<file path="config.mk">
export PLATFORM = sky130hd
export DESIGN_NAME = rf_savestate_ctrl
export DESIGN_NICKNAME = d
export VERILOG_FILES = /design/src/rtl/rf_savestate_ctrl.sv
export SDC_FILE = /design/constraint.sdc
export NUM_CORES = 1
export LEC_CHECK = 0
export ABC_CLOCK_PERIOD_IN_PS = 2100
export BUFFER_PORTS_ARGS = -buffer_cell sky130_fd_sc_hd__buf_2
export CAP_MARGIN = 20
export CORE_MARGIN = 2
export CORE_UTILIZATION = 35
export CTS_CLUSTER_SIZE = 24
export DETAILED_ROUTE_END_ITERATION = 16
export GPL_TIMING_DRIVEN = 0
export HOLD_SLACK_MARGIN = 0.1
export PLACE_DENSITY = 0.73
export SLEW_MARGIN = 10
export SYNTH_ARGS = -nofsm -noshare
export SYNTH_HDL_FRONTEND = slang
export SYNTH_SLANG_ARGS = --single-unit
</file>
<file path="constraint.sdc">
create_clock -name clk -period 2.1 [get_ports clk]
set_input_delay 0.315 -clock clk [delete_from_list [all_inputs] [get_ports clk]]
set_output_delay 0.315 -clock clk [all_outputs]
set_load 0.03 [all_outputs]
</file>
<file path="src/rtl/rf_savestate_ctrl.sv">
`default_nettype none
// ============================================================================
//  Module     : rf_savestate_ctrl
//  Description: Save/restore sequencer for the 8x16 register file.
//               It drives the register file's read and write ports from the
//               opposite side to the normal datapath.
//               A save reads r0..r(NREGS-1) in order through one read port.
//               It then streams those words out on a valid/ready port.
//               A restore accepts NREGS words on a valid/ready input stream.
//               It writes them to r0..r(NREGS-1) in order.
//  Revision   : 1.0 - initial release
// ----------------------------------------------------------------------------
//  Ports
//    clk          in   clock, rising edge
//    rst_n        in   asynchronous active-low reset
//    save_req     in   1-cycle request to start a save
//    restore_req  in   1-cycle request to start a restore
//    busy         out  high while an operation is in progress (state != IDLE)
//    done         out  1-cycle pulse in the final cycle of an operation
//    err          out  1-cycle pulse, the cycle after a rejected request
//    rf_readsel   out  rf read select (read data returns combinationally)
//    rf_readdata  in   rf read data for rf_readsel
//    rf_writesel  out  rf write select (registered)
//    rf_writedata out  rf write data (registered)
//    rf_write     out  rf write enable (registered, 1-cycle pulse per word)
//    sout_*       out  save stream (data/valid out, ready in)
//    sin_*        in   restore stream (data/valid in, ready out)
// ============================================================================
module rf_savestate_ctrl #(
  parameter int WIDTH = 16,
  parameter int NREGS = 8,
  parameter int SELW  = 3
) (
  input  logic             clk,
  input  logic             rst_n,
  input  logic             save_req,
  input  logic             restore_req,
  output logic             busy,
  output logic             done,
  output logic             err,
  output logic [SELW-1:0]  rf_readsel,
  input  logic [WIDTH-1:0] rf_readdata,
  output logic [SELW-1:0]  rf_writesel,
  output logic [WIDTH-1:0] rf_writedata,
  output logic             rf_write,
  output logic [WIDTH-1:0] sout_data,
  output logic             sout_valid,
  input  logic             sout_ready,
  input  logic [WIDTH-1:0] sin_data,
  input  logic             sin_valid,
  output logic             sin_ready
);

  typedef enum logic [2:0] {
    S_IDLE    = 3'd0,
    S_SV_LOAD = 3'd1,
    S_SV_SEND = 3'd2,
    S_RESTORE = 3'd3,
    S_DONE    = 3'd4
  } state_t;

  localparam logic [SELW-1:0] C_LAST_IDX = SELW'(NREGS - 1);
  localparam logic [SELW-1:0] C_IDX_ONE  = SELW'(1);

  // Registered state
  state_t           r_state;
  logic [SELW-1:0]  r_idx;
  logic [WIDTH-1:0] r_sout_data;
  logic             r_sout_valid;
  logic [SELW-1:0]  r_wr_sel;
  logic [WIDTH-1:0] r_wr_data;
  logic             r_wr;
  logic             r_err;

  // Next-state values
  state_t           w_state_n;
  logic [SELW-1:0]  w_idx_n;
  logic [WIDTH-1:0] w_sout_data_n;
  logic             w_sout_valid_n;
  logic [SELW-1:0]  w_wr_sel_n;
  logic [WIDTH-1:0] w_wr_data_n;
  logic             w_wr_n;
  logic             w_err_n;

  logic             w_idx_last;
  logic             w_sin_ready;

  assign w_idx_last  = (r_idx == C_LAST_IDX);
  assign w_sin_ready = (r_state == S_RESTORE);

  // --------------------------------------------------------------------------
  // State and datapath registers
  // --------------------------------------------------------------------------
  always_ff @(posedge clk or negedge rst_n) begin
    if (!rst_n) begin
      r_state      <= S_IDLE;
      r_idx        <= '0;
      r_sout_data  <= '0;
      r_sout_valid <= 1'b0;
      r_wr_sel     <= '0;
      r_wr_data    <= '0;
      r_wr         <= 1'b0;
      r_err        <= 1'b0;
    end else begin
      r_state      <= w_state_n;
      r_idx        <= w_idx_n;
      r_sout_data  <= w_sout_data_n;
      r_sout_valid <= w_sout_valid_n;
      r_wr_sel     <= w_wr_sel_n;
      r_wr_data    <= w_wr_data_n;
      r_wr         <= w_wr_n;
      r_err        <= w_err_n;
    end
  end

  // --------------------------------------------------------------------------
  // Next-state and datapath logic
  // --------------------------------------------------------------------------
  always_comb begin
    w_state_n      = r_state;
    w_idx_n        = r_idx;
    w_sout_data_n  = r_sout_data;
    w_sout_valid_n = r_sout_valid;
    w_wr_sel_n     = r_wr_sel;
    w_wr_data_n    = r_wr_data;
    w_wr_n         = 1'b0;
    w_err_n        = 1'b0;

    case (r_state)
      S_IDLE: begin
        if (save_req && restore_req) begin
          // Ambiguous request: reject both and stay idle.
          w_err_n = 1'b1;
        end else if (save_req) begin
          w_state_n = S_SV_LOAD;
          w_idx_n   = '0;
        end else if (restore_req) begin
          w_state_n = S_RESTORE;
          w_idx_n   = '0;
        end
      end

      S_SV_LOAD: begin
        // rf_readsel is presented this cycle; capture the word into the
        // output holding register so it stays stable under backpressure.
        w_sout_data_n  = rf_readdata;
        w_sout_valid_n = 1'b1;
        w_state_n      = S_SV_SEND;
      end

      S_SV_SEND: begin
        if (r_sout_valid && sout_ready) begin
          w_sout_valid_n = 1'b0;
          if (w_idx_last) begin
            w_state_n = S_DONE;
          end else begin
            w_idx_n   = r_idx + C_IDX_ONE;
            w_state_n = S_SV_LOAD;
          end
        end
      end

      S_RESTORE: begin
        if (sin_valid && w_sin_ready) begin
          w_wr_n      = 1'b1;
          w_wr_sel_n  = r_idx;
          w_wr_data_n = sin_data;
          if (w_idx_last) begin
            // The write for the last word lands in the DONE cycle.
            w_state_n = S_DONE;
          end else begin
            w_idx_n = r_idx + C_IDX_ONE;
          end
        end
      end

      S_DONE: begin
        w_state_n = S_IDLE;
        w_idx_n   = '0;
      end

      default: begin
        w_state_n = S_IDLE;
        w_idx_n   = '0;
      end
    endcase

    // Requests outside IDLE (including the DONE cycle) are rejected and
    // never disturb the running operation.
    if ((r_state != S_IDLE) && (save_req || restore_req)) begin
      w_err_n = 1'b1;
    end
  end

  // --------------------------------------------------------------------------
  // Outputs
  // --------------------------------------------------------------------------
  // Read select is only driven while loading; it is zero elsewhere so that
  // it reads as 0 out of reset.
  assign rf_readsel   = (r_state == S_SV_LOAD) ? r_idx : '0;
  assign rf_writesel  = r_wr_sel;
  assign rf_writedata = r_wr_data;
  assign rf_write     = r_wr;
  assign sout_data    = r_sout_data;
  assign sout_valid   = r_sout_valid;
  assign sin_ready    = w_sin_ready;
  assign busy         = (r_state != S_IDLE);
  assign done         = (r_state == S_DONE);
  assign err          = r_err;

endmodule
`default_nettype wire
</file>
==> results.md <==
* Status: completed
* GP Congestion at 0.779
* CP endpoint kind: output port
* Slew @ Worst Pin at 0.952 ns
* CTS root buf: clkbuf_8
* First-pass GRT wire length at 5.94 mm
* Total Die Area at 5870 sq um
* Sequential share of power at 33.9%
* Layout net count at 257
* Tmin final at 1.99 ns
* Iteration-0 DRC Markers at 48
* Setup Total Neg Slack at 0 ns
* TritonCTS clock tree: built
* Placed insts at 279
* Top-area cell type share of the netlist area at 59.6%
* Clk buf depth at 2
* Core area at 5110 sq um
* Arrival @ worst endpoint at 1.67 ns
* CTS H-tree depth at 2
* Hold crit path type: in2async
* Antenna violations before repair at 0
* Final critical-path share of the clock period at 94.6%
* PD cells at 1750 nW/um^2
* Net Sw Power at 0.00186 W
* # diodes at 0
* Post-DR wirelength/cell at 12.2 microns
* WP data required at 1.78 ns
* Synthesis-to-layout area growth at 32.2%
* 1st-pass router iterations at 4
* Antenna viol nets, final at 0
* Post-DP HPWL at 2.61 mm
* Commonest non-fill, non-tap cell in the layout: buf_2
* Max-slew violation count at 0
* Internal power at 0.00241 W
* VDD IR-drop max at 0.852 mV
* Synth Instances at 128
* Sw Ratio at 43.5%
* Most frequent cells in the layout: 84 x buf_2, 44 x dfrtp_1, 35 x mux2_2, 6 x clkbuf_8
* Total global routing overflow at 0
* CTS Buf Count at 5
* Setup violators final at 0
* Achievable Freq at 503 MHz
* CP Launch Type: flip-flop
* # port buffers at 81
* Syn Area/Cell at 14.4 sq um
* Max-slew headroom at 36.5%
* Yosys top cell by area: dfrtp_1
* DRC Markers at 0
* Yosys reg bits at 44
* Die Y at 76.6 microns
* Initial core utilization at 36.2%
* RSZ-0062 raised after global routing: false
* Fin Clk Skew at 0.00409 ns
* Synth top area cells: dfrtp_1 60%, mux2_2 21%, mux2_4 1.6%, o2bb2ai_4 1.5%, a21oi_1 1.4%
* Worst Path Max Fanout at 10
* Max-Cap Viols at 0
* Sequential area share after synthesis at 59.6%
* Hold-fix buffers, CTS at 0
* Tot GR Track Use at 12.7%
* Clock Latency Late Sink at 0.28 ns
* Top Ports at 82
* Post-Synthesis Cell Area at 1850 sq um
* Num Clock Sinks at 44
* Synthesis Warnings at 0
* Vias in the first global route at 1292
* Die X at 76.6 microns
* FF/Latch Area at 1100 sq um
* Hold Violations, Final at 0
* Final wirelength at 3.52 mm
* Row cnt at 26
* Cell variety after synth at 29
* Lkg Pwr at 1.22 nW
* Clock power share at 12.3%
* Final Instance Count excl. Fillers at 288
* Logic pwr share at 53.8%
* Syn_nets at 168
* Footprint of the multi-input gates at 684 sq um
* Fillers at 512
* Largest net degree at the start of global routing at 45
* Via count at 1298
* Share of layout cells above drive strength 1 at 62.8%
* Setup CP Type: reg2out
* Via density at 4.51
* Clock-pin slew on the worst setup and hold paths at 0.08 ns
==> metal layers <==
metal / vias to the layer above / global-route usage, % / wire (microns)
li1: 624 / - / -
met3: 2 / 3.44 / 181
met1: 633 / 15.9 / 1510
met4: 0 / 4.36 / 17
met5: - / 0 / 0
met2: 39 / 21.3 / 1810
==> power groups by stage <==
stage               clock [W]  combinational [W]  sequential (W)
detailed placement          0            0.00230         0.00147
global placement            0            0.00226         0.00145
finish               0.000525            0.00230         0.00145
global route         0.000589            0.00245         0.00151
floorplan                   0           0.000952         0.00219
CTS                  0.000553            0.00232         0.00146
==> worst max-delay path, cell delays in order (launching register included) <==
cell	delay [ns]
dfrtp_1	0.44
buf_2	0.21
nor3_4	0.25
buf_6	0.18
and2_1	0.12
buf_2	0.19
==> logic make-up (layout without fill, tap and decap cells) <==
family | Yosys count | in the layout | share of synthesized area (%)
AOI/OAI and AO/OA | 11 | 11 | 4.88
xor gates and xnor gates | 1 | 1 | 0.474
adders and majority gates | 3 | 3 | 1.90
buffers and inverters | 12 | 102 | 3.32
DFF | 44 | 44 | 59.6
muxes | 39 | 39 | 24.1
and+or+nand+nor | 18 | 18 | 5.76
==> cells in the mapped netlist <==
master and n:
a211oi_1 1, a21oi_1 5, a21oi_2 1, a22o_1 1
and2_1 1, buf_2 3, buf_4 1, buf_6 1
clkbuf_2 1, dfrtp_1 44, ha_1 2, inv_1 6
maj3_1 1, mux2_2 35, mux2_4 2, mux2i_1 2
nand2_1 5, nand2b_1 1, nor2_1 2, nor2_2 1
nor2b_1 1, nor3_1 3, nor3_4 1, nor4_1 2
o21ai_0 1, o2bb2ai_4 1, o31ai_1 1, or3_4 1
xor2_1 1
==> per-stage QoR <==
| step | utilization (%) | worst slack (ns) | power (W) | hold slack, ns | instance area (sq um) |
|---|---|---|---|---|---|
| after floorplan | - | 0.220 | 0.00315 | 0.0194 | 1850 |
| after global placement | 45.8 | 0.150 | 0.00371 | 0.483 | 2340 |
| after detailed placement | 45.8 | 0.122 | 0.00377 | 0.487 | 2340 |
| after CTS | 47.7 | 0.0562 | 0.00433 | 0.211 | 2440 |
| after global routing | 47.8 | 0.00778 | 0.00455 | 0.244 | 2440 |
| final | 47.8 | 0.113 | 0.00427 | 0.168 | 2440 |
==> what timing repair did <==
| item | CTS | global route |
|---|---|---|
| resized for setup | 0 | 2 |
| buffers inserted | 1 | 0 |
| setup endpoints to repair | 1 | 1 |
| pin swaps | 1 | 0 |
==> final cells by class <==
cell class	count	area share [%]
inverter	6	0.923
multi-input combinational	72	28.0
timing repair buffer	82	16.9
sequential	44	45.1
buffer	6	1.74
clock buffer	8	3.69
tap	70	3.59
==> flip-flops by register name, indices dropped and copies added, names as in the netlist <==
| register | count |
|---|---|
| err | 1 |
| r_idx | 3 |
| r_state | 3 |
| rf_write | 1 |
| rf_writedata | 16 |
| rf_writesel | 3 |
| sout_data | 16 |
| sout_valid | 1 |
==> path summary, 6_finish.rpt <==
kind / startpoint / endpoint / slack (ns) / cells past startpoint
min in group clk: sin_data[13] / rf_writedata[13] / 0.26 / 2
setup / recovery: r_state[1] / rf_readsel[0] / 0.11 / 5
hold reg to reg: rf_writedata[6] / rf_writedata[6] / 0.50 / 1
max in group asynchronous: rst_n / rf_writedata[1] / 1.33 / 1
setup reg to reg: r_idx[0] / r_idx[0] / 0.31 / 5
hold / removal: rst_n / sout_data[7] / 0.17 / 1
No activity file was read; power rests on OpenSTA's default activity.
